===== config.mk =====
export PLATFORM = sky130hd
export DESIGN_NAME = des_round_ctrl
export DESIGN_NICKNAME = d
export VERILOG_FILES = /design/src/rtl/des_round_ctrl.sv
export SDC_FILE = /design/constraint.sdc
export NUM_CORES = 1
export LEC_CHECK = 0
export CORE_ASPECT_RATIO = 0.7
export CORE_MARGIN = 1
export CORE_UTILIZATION = 53
export DETAILED_ROUTE_END_ITERATION = 16
export PLACE_DENSITY = 0.85
export SLEW_MARGIN = 20
export SYNTH_ARGS = -nofsm -noshare
export SYNTH_HDL_FRONTEND = slang
export SYNTH_SLANG_ARGS = --single-unit

===== constraint.sdc =====
create_clock -name clk -period 5.32 [get_ports clk]
set_clock_uncertainty 0.1 [all_clocks]
set_input_delay 1.064 -clock clk [delete_from_list [all_inputs] [get_ports clk]]
set_output_delay 1.064 -clock clk [all_outputs]
set_load 0.01 [all_outputs]

===== src/rtl/des_round_ctrl.sv =====
// Iterative DES round sequencer: owns L/R, C/D, round counter and handshakes; 16 rounds per block.
// Optional macro DES_F_PIPE_EN: datapath has one register stage, each round takes ISSUE + CAPTURE cycles.
module des_round_ctrl #(
    parameter int NUM_ROUNDS = 16
) (
    input  logic        clk,
    input  logic        rst,
    input  logic        in_valid,
    output logic        in_ready,
    input  logic        decrypt,
    input  logic [63:0] block_in,
    input  logic [55:0] key_cd,
    output logic [31:0] right_out,
    output logic [55:0] cd_out,
    output logic [3:0]  round_idx,
    input  logic [31:0] f_result,
    output logic        busy,
    output logic        out_valid,
    input  logic        out_ready,
    output logic [63:0] block_out
);

    generate
        if (NUM_ROUNDS != 16) begin : g_bad_rounds
            $error("des_round_ctrl: NUM_ROUNDS must be 16");
        end
    endgenerate

    typedef enum logic [1:0] {S_IDLE, S_ROUND, S_DONE} state_t;

    state_t      state_q, state_d;
    logic [31:0] l_q, l_d;
    logic [31:0] r_q, r_d;
    logic [55:0] cd_q, cd_d;
    logic [3:0]  round_q, round_d;
    logic        dec_q, dec_d;
    logic [63:0] out_q, out_d;
    logic        advance;
    logic        single_step;

    function automatic logic [27:0] rotl(input logic [27:0] x, input logic two);
        return two ? {x[25:0], x[27:26]} : {x[26:0], x[27]};
    endfunction

    function automatic logic [27:0] rotr(input logic [27:0] x, input logic two);
        return two ? {x[1:0], x[27:2]} : {x[0], x[27:1]};
    endfunction

    function automatic logic [55:0] cd_rot(input logic [55:0] cd, input logic dec, input logic two);
        return dec ? {rotr(cd[55:28], two), rotr(cd[27:0], two)}
                   : {rotl(cd[55:28], two), rotl(cd[27:0], two)};
    endfunction

`ifdef DES_F_PIPE_EN
    // Phase 0 issues operands to the registered datapath, phase 1 consumes f_result.
    logic phase_q, phase_d;
    assign advance = phase_q;
`else
    assign advance = 1'b1;
`endif

    // Transition into round i+1 shifts by one for rounds 2, 9, 16 (encrypt) and 16, 9, 2 (decrypt).
    assign single_step = (round_q == 4'd0) || (round_q == 4'd7) || (round_q == 4'd14);

    always_comb begin
        state_d = state_q;
        l_d     = l_q;
        r_d     = r_q;
        cd_d    = cd_q;
        round_d = round_q;
        dec_d   = dec_q;
        out_d   = out_q;
`ifdef DES_F_PIPE_EN
        phase_d = phase_q;
`endif
        case (state_q)
            S_IDLE: begin
                if (in_valid) begin
                    l_d     = block_in[63:32];
                    r_d     = block_in[31:0];
                    dec_d   = decrypt;
                    cd_d    = decrypt ? key_cd : cd_rot(key_cd, 1'b0, 1'b0);
                    round_d = 4'd0;
                    state_d = S_ROUND;
`ifdef DES_F_PIPE_EN
                    phase_d = 1'b0;
`endif
                end
            end
            S_ROUND: begin
`ifdef DES_F_PIPE_EN
                phase_d = ~phase_q;
`endif
                if (advance) begin
                    l_d = r_q;
                    r_d = l_q ^ f_result;
                    if (round_q == 4'(NUM_ROUNDS - 1)) begin
                        out_d   = {l_q ^ f_result, r_q};
                        state_d = S_DONE;
                    end else begin
                        round_d = round_q + 4'd1;
                        cd_d    = cd_rot(cd_q, dec_q, ~single_step);
                    end
                end
            end
            S_DONE: begin
                if (out_ready) begin
                    state_d = S_IDLE;
                end
            end
            default: state_d = S_IDLE;
        endcase
    end

    always_ff @(posedge clk) begin
        if (rst) begin
            state_q <= S_IDLE;
            l_q     <= '0;
            r_q     <= '0;
            cd_q    <= '0;
            round_q <= '0;
            dec_q   <= 1'b0;
            out_q   <= '0;
`ifdef DES_F_PIPE_EN
            phase_q <= 1'b0;
`endif
        end else begin
            state_q <= state_d;
            l_q     <= l_d;
            r_q     <= r_d;
            cd_q    <= cd_d;
            round_q <= round_d;
            dec_q   <= dec_d;
            out_q   <= out_d;
`ifdef DES_F_PIPE_EN
            phase_q <= phase_d;
`endif
        end
    end

    assign in_ready  = (state_q == S_IDLE);
    assign busy      = (state_q == S_ROUND);
    assign out_valid = (state_q == S_DONE);
    assign right_out = r_q;
    assign cd_out    = cd_q;
    assign round_idx = round_q;
    assign block_out = out_q;

endmodule


# Yosys cells after proc, flatten, opt, wreduce, memory -nomap -nowiden
# Index checks and enable logic that the tools add are counted.
[op_classes]
add_sub_neg = 1
n_mul = 0
n_div = 0
magnitude_cmp = 0
n_eq_ne = 9
n_shift = 0
n_mux = 20
n_bitwise = 1
n_reduce_logical = 10
[op_table]
columns = ["op", "n"]
rows = [
  ["56-bit 2-to-1 mux", 4],
  ["32-bit one-hot mux with 2 select lines", 2],
  ["28-bit 2-to-1 mux", 4],
  ["56-bit one-hot mux with 2 select lines", 1],
  ["32-bit 2-to-1 mux", 2],
  ["32-bit bitwise XOR", 1],
  ["4-bit equality test (second input constant)", 2],
  ["4-bit 2-to-1 mux", 2],
  ["4-bit one-hot mux with 2 select lines", 1],
  ["2-bit 2-to-1 mux", 3],
  ["2-bit one-hot mux with 3 select lines", 1],
  ["2-bit AND reduction", 3],
  ["3-bit AND reduction", 2],
  ["4-bit by 1-bit adder with 4-bit output (second input constant)", 1],
  ["4-bit by 3-bit equality test with 1-bit output (second input constant)", 1],
  ["4-bit zero test", 1],
  ["2-bit by 1-bit inequality test with 1-bit output (second input constant)", 2],
  ["2-bit inequality test (second input constant)", 2],
  ["2-bit by 1-bit equality test with 1-bit output (second input constant)", 1],
  ["2-bit equality test (second input constant)", 1],
  ["2-bit zero test", 1],
  ["1-bit logical OR", 2],
  ["2-bit nonzero test", 1],
]
[totals]
register_bits = 191
latch_bits = 0
mem_bits_rw = 0
mem_bits_ro = 0
input_bits = 157
out_inout_bits = 159
word_cells = 48
memories = 0

# Longest topological paths before layout
# Gate-level depths: netlist of the first run.
[logic_depth]
word_depth = 7
depth_mapped = 9
ltp_nobuf = 6

# Worst setup path after synthesis of the first run
# Ideal clock, no wire load.
[synth_path]
path_type = "input-to-reg"
startpoint = "input decrypt"
endpoint = "register cd_q[54], in the netlist cd_out[54]"
setup_time_ps = 117
arrival_ps = 2213
t_required_ps = 5103
slack_ps = 2890
cell_stages = 7
n_path_buf = 3
path_cell_list = "clkbuf_1 buf_4 buf_4 mux2i_1 nor2_1 mux2_2 a32o_1"
[synth_between]
elab_chain_len = 3
[synth_rtl]
columns = ["item", "line_no", "source"]
rows = [
  ["from (decl)", "10", "input logic decrypt,"],
  ["56-bit 2-to-1 mux", "82", "cd_d = decrypt ? key_cd : cd_rot(key_cd, 1'b0, 1'b0);"],
  ["56-bit 2-to-1 mux", "78", "if (in_valid) begin"],
  ["56-bit one-hot mux with 2 select lines", "76", "case (state_q)"],
  ["to (signal assigned)", "120", "cd_q <= '0;"],
  ["to (signal assigned)", "131", "cd_q <= cd_d;"],
  ["to (decl)", "34", "logic [55:0] cd_q, cd_d;"],
]
# Every way passes these cells. The select of a mux whose other input is x is not followed.
# A chain may end at the register's enable or synchronous reset.

# Final worst setup path of the first run
[layout_path]
startpoint = "input in_valid"
endpoint = "register cd_q[54], in the netlist cd_out[54]"
[layout_between]
elab_chain_len = 2
[layout_rtl]
columns = ["item", "line_no", "source"]
rows = [
  ["from (decl)", "8", "input logic in_valid,"],
  ["2-bit inequality test (no line)", "-", ""],
  ["3-bit AND reduction (no line)", "-", ""],
]
# Every way passes these cells.

==> metrics.cfg, run 1 <==
[placed_design]
placement.cell_area_sq_mm=0.0155
dp_hpwl_mm=27.1
placedCellCount=2001
place_congestion=0.888
io_buffers=315

[yosys]
synth.top_cell.area_share_pct=30.8
post_synth_inst_count=1513
synth_top_family_by_area=compound AO/OA/AOI/OAI gates
synth.distinct_cells=48
synthesis.yosys.warnings=0
synth_flop_cell=dfxtp_1
postSynthAreaPerCell_sq_um=8.21
synthMostInstantiatedCell=dfxtp_1
portion_of_netlist_area_occupied_by_mux_cells_pct=11.8
yosys-top-cells-area=dfxtp_1, mux2i_1, a21o_1
share_of_the_synthesized_area_in_compound_gates_ao_oa_aoi_oai_pct=30.6
synth-seq-area-share_pct=30.8
yosys-top-cells-count=dfxtp_1, nand2_1, nor2_1
synth_enable_flop_cells=0
yosys_register_bits=191
cell_area_after_synthesis_sq_mm=0.0124
synth_area_leader_cell=dfxtp_1
syn-num-nets=1673
synth_fa_ha_area_share_pct=0.302
async_flop_share_pct=0
synth-simple-area-share_pct=18.3
post_synth_xor_area_fraction_pct=2.47

[layout]
nNetsFinal=1869
area_delta_synth_final_pct=29.0
n_fill_cell=1845
finalNonFillerCells=2032
stdcell_area_sq_mm=0.0160
insertedDiodeCount=0
utilization_pct=70.2
layout-drive-gt1-share_pct=4.71

[routing]
drt_iter0_drc=1561
route.antenna.remaining_nets=0
drt_pass1_iterations=8
vias_per_cell=6.54
finalWirelength_mm=42.3
routed-via-count=13300
detail_routed_net_length_per_standard_cell_um=20.8
detail_route.drc_violations=0

[floorplan]
io_pins=316
placeableCoreArea_sq_mm=0.0228
core.rowCount=46
dieHeight_um=130
chipWidth_um=185
initial_core_util_pct=54.4
dieArea_sq_mm=0.0241

[grt]
gr-total-overflow=0
grt_pass1_wl_mm=65.0
grt_start_max_net_pins=99
grt_usage_pct=33.6
grt_pass1_vias=12200
grt_antenna_before_repair=0

[sta]
hold-worst-slack_ps=355
timing.setup.tns_ps=0
min_period_over_period_pct=65.4
period_needed_ps=3480
slew_violations=0
max_slew_margin_pct=25.9
timing_hold_violations_final=0
rsz_0062_raised_after_global_routing=no
achievable-frequency_mhz=287
worst_pin_slew_ps=1110
timing.final.setup_violations=0

[run]
cap_violations=0

[power]
cellPowerDensity_mw_per_mm2=237
ir_drop_uv=217
leakage_nw=5.63

[critical_path]
crit_type=in2reg
critical_path.startpoint_type=input pin
cp_max_fo=57
timing.critical_path.arrival_ps=3700
worst_ep_required_time_ps=5540
critical_path.endpoint_type=register

[clock_network]
path_clk_slew_ps=70
cts-buffers-inserted=17
cts_tree=built
cts_hold_buffers=0
total_clock_sinks=191
ctsResizeCount=0
htree_num_levels=4
cts-root-buf=clkbuf_16
clk-insertion-delay-late_ps=440
post-cts-setup-buffers=0
clock_path_buffers=2

[status]
result_of_the_run=completed

[hold_path]
holdCritPathClass=reg2reg

## metal layers
metal  global-route usage [%]  vias to the layer above  wire, um
met1                     46.6                     6284     17800
li1                         -                     6057         -
met4                     11.7                        0      1020
met5                        0                        -         0
met2                     51.6                      835     18900
met3                     7.26                      106      4530
## through the flow
stage | power (mW) | setup WS (ps)
5_1_grt | 3.93 | 1720
2_1_floorplan | 2.15 | 2890
4_1_cts | 3.78 | 1950
6_report | 3.79 | 1840
3_3_place_gp | 2.50 | 1590
3_5_place_dp | 2.53 | 1520
## layout by cell type (no fill, tap or decap), types with 21 or more instances in the layout
| cell type | count |
|---|---|
| mux2i_1 | 130 |
| a21oi_1 | 115 |
| a32oi_1 | 39 |
| a21boi_0 | 50 |
| nand2_1 | 151 |
| and2_1 | 50 |
| o211ai_1 | 46 |
| a21o_1 | 81 |
| o41ai_1 | 52 |
| xor2_1 | 23 |
| nand2b_1 | 35 |
| dfxtp_1 | 188 |
| nor2_1 | 141 |
| clkdlybuf4s50_1 | 313 |
| a211oi_1 | 43 |
| nor4b_1 | 54 |
| a222oi_1 | 21 |
## flip-flops by register name (all words and copies together), names as in the netlist
register,count
cd_out,56
right_out,32
state_q,2
dec_q,1
block_out,64
l_q,32
round_idx,4
## worst paths after layout
path / slack, ps / end / startpoint / depth (start not counted)
worst max register to register: 2120 / block_out[6]$_SDFFE_PP0P_ / round_idx[1]$_SDFFE_PP0P_ / 6
worst max-delay path: 1840 / cd_out[54]$_SDFFE_PP0P_ / in_valid / 7
worst min register to register: 350 / block_out[21]$_SDFFE_PP0P_ / block_out[21]$_SDFFE_PP0P_ / 2
worst min-delay path: 350 / block_out[21]$_SDFFE_PP0P_ / block_out[21]$_SDFFE_PP0P_ / 2
## cell families (layout without fill, tap and decap cells)
group / Yosys count / in the layout
compound gates: 513 / 513
simple gates: 463 / 463
flops: 191 / 191
buf+inv: 165 / 372
mux: 143 / 143
xor+xnor: 35 / 35
fa+ha+maj: 3 / 3
## where the power goes
group / switching (mW) / leakage [nW] / internal (mW) / total, mW
registers: 0.132 / 1.56 / 1.51 / 1.64
clock network: 0.612 / 0.265 / 0.656 / 1.27
logic: 0.436 / 3.80 / 0.447 / 0.883
total: 1.18 / 5.63 / 2.61 / 3.79
## critical path, cell delays in order
cell	delay, ps
clkdlybuf4s50_1	460
buf_4	470
o21ba_2	640
buf_4	340
nand2_1	170
mux2_2	330
a32o_1	200
## final cells by class
cell class | count | area, sq um | area share (%)
multi-input combinational | 1157 | 7930 | 49.5
sequential | 191 | 3830 | 23.9
inverter | 9 | 33.8 | 0.211
tap | 312 | 390 | 2.43
clock buffer | 18 | 429 | 2.68
timing repair buffer | 333 | 3290 | 20.5
clock inverter | 12 | 126 | 0.788
No activity file was read; power rests on OpenSTA's default activity.
==> run 2, diff against run 1 <==
Settings changed: CORE_UTILIZATION 53 to 45, PLACE_DENSITY 0.85 to 0.76.
Clock period 5.32 ns to 3.2 ns, I/O delays scaled along.
==> run 2 against run 1 <==
  * Non-clock buffer count increased by 20
  * Hold slack improved by 1.2 ps
  * Largest power group unchanged
  * Critical path type is now reg2reg
  * Sequential share of layout area decreased by 0.53 points
  * Global-route usage decreased by 4.4 points
  * Sequential power increased by 66%
  * Largest cell class unchanged
==> metrics.cfg, run 2 (same netlist as run 1, synthesis figures left out) <==
[status]
result_of_the_run=completed

[placed_design]
io_buffers=315
placement.cell_area_sq_mm=0.0158
place_congestion=0.915
dp_hpwl_mm=28.8

[clock_network]
ctsResizeCount=0
path_clk_slew_ps=80
clk-insertion-delay-late_ps=440
cts_tree=built
clock_path_buffers=2
cts-buffers-inserted=17
post-cts-setup-buffers=0
cts-root-buf=clkbuf_16
total_clock_sinks=191
cts_hold_buffers=0
htree_num_levels=4

[power]
part_of_the_power_in_the_clock_network_pct=35.2
ir_drop_uv=412
cellPowerDensity_mw_per_mm2=397
internal_power_mw=4.42
leakage_nw=5.78
power.switching_mw=2.09
proportion_of_total_power_due_to_net_switching_pct=32.1
share_seq_of_total_power_pct=41.9
p_comb_share_pct=22.8

[run]
cap_violations=0

[layout]
largest_register_ffs=64
utilization_pct=60.9
insertedDiodeCount=0
most_common_cell_after_layout_fill_and_taps_aside=clkdlybuf4s50_1
area_delta_synth_final_pct=31.9
nNetsFinal=1889
layout.cells.most_common_list=clkdlybuf4s50_1, dfxtp_1, nand2_1
layout-drive-gt1-share_pct=5.97
stdcell_area_sq_mm=0.0164

[sta]
hold-worst-slack_ps=356
timing.setup.tns_ps=0
rsz_0062_raised_after_global_routing=no
timing_hold_violations_final=0
period_needed_ps=2610
achievable-frequency_mhz=383
slew_violations=0
worst_pin_slew_ps=1020
timing.final.setup_violations=0
min_period_over_period_pct=81.6
max_slew_margin_pct=32.2

[critical_path]
critical_path.reg2reg.endpoint=block_out[58]$_SDFFE_PP0P_
r2r-start=round_idx[0]$_SDFFE_PP0P_
critical_path.endpoint_type=register
cp_max_fo=42
rr_worst_depth=6
crit_start=round_idx[0]$_SDFFE_PP0P_
critical_path.startpoint_type=register
worst_ep_required_time_ps=3450
crit_path_top_delay_cell=and2_2
critical_path_s_largest_stage_delay_ps=530
setup.reg_to_reg.worst_slack_ps=590
critical_path.cell_chain=ha_1 -> and3_1 -> and2_2 -> buf_12 -> nor2_1 -> a211oi_1
timing.critical_path.arrival_ps=2860
worst_setup_path_endpoint=block_out[58]$_SDFFE_PP0P_
crit_type=reg2reg

[grt]
grt_usage_pct=29.2
grt_antenna_before_repair=0
grt_start_max_net_pins=127
gr-total-overflow=0
grt_pass1_wl_mm=67.7
grt_pass1_vias=12300

[routing]
finalWirelength_mm=42.9
route.antenna.remaining_nets=0
vias_per_cell=6.20
drt_iter0_drc=1061
detail_route.drc_violations=0
detail_routed_net_length_per_standard_cell_um=20.4
routed-via-count=13100
drt_pass1_iterations=5

[floorplan]
initial_core_util_pct=46.2
io_pins=316
core.rowCount=50
dieHeight_um=141
chipWidth_um=201
dieArea_sq_mm=0.0283
placeableCoreArea_sq_mm=0.0269

[hold_path]
holdCritPathClass=reg2reg
min_from=block_out[35]$_SDFFE_PP0P_

-- run 2: area by class of cell --
| type | instances | area, sq um |
|---|---|---|
| Multi-Input combinational cell | 1157 | 7930 |
| Inverter | 9 | 33.8 |
| Timing Repair Buffer | 353 | 3510 |
| Clock buffer | 17 | 425 |
| Tap cell | 364 | 455 |
| Fill cell | 2354 | 10500 |
| Sequential cell | 191 | 3830 |
| Clock inverter | 15 | 213 |
-- run 2: critical path: cells and delay by family (launching register included) --
kind	cells	cell delay [ps]
simple gates	3	1120
compound gates	1	220
fa+ha+maj	1	320
buf+inv	1	270
flops	1	460
-- run 2: through the flow --
step	total power, mW	setup WS, ps	std cells
final	6.51	588	2106
after global routing	6.77	397	2106
after CTS	6.52	594	2106
after detailed placement	4.24	514	2074
after global placement	4.20	568	2074
after floorplan	3.58	1190	1513
-- run 2: per-layer routing --
| metal | wire length [um] | vias up | global-route usage (%) |
|---|---|---|---|
| li1 | - | 6124 | - |
| met2 | 18500 | 658 | 43.6 |
| met3 | 3670 | 56 | 5.43 |
| met4 | 635 | 0 | 7.55 |
| met1 | 20100 | 6217 | 42.7 |
| met5 | 0 | - | 0 |
-- run 2: how the worst min path moves through the flow --
stage,to,slack (ps),cells after the start
2_1_floorplan,block_out[0]$_SDFFE_PP0P_,380,2
3_3_place_gp,block_out[20]$_SDFFE_PP0P_,340,2
3_5_place_dp,block_out[3]$_SDFFE_PP0P_,350,2
4_1_cts,block_out[3]$_SDFFE_PP0P_,360,2
5_1_grt,block_out[4]$_SDFFE_PP0P_,370,2
6_report,block_out[35]$_SDFFE_PP0P_,360,2
-- run 2: power by group through the flow --
stage | Sequential, mW | Combinational [mW] | Clock, mW
floorplan | 2.74 | 0.842 | 0
global placement | 2.77 | 1.43 | 0
detailed placement | 2.78 | 1.46 | 0
CTS | 2.72 | 1.47 | 2.32
global route | 2.75 | 1.60 | 2.42
finish | 2.73 | 1.49 | 2.29
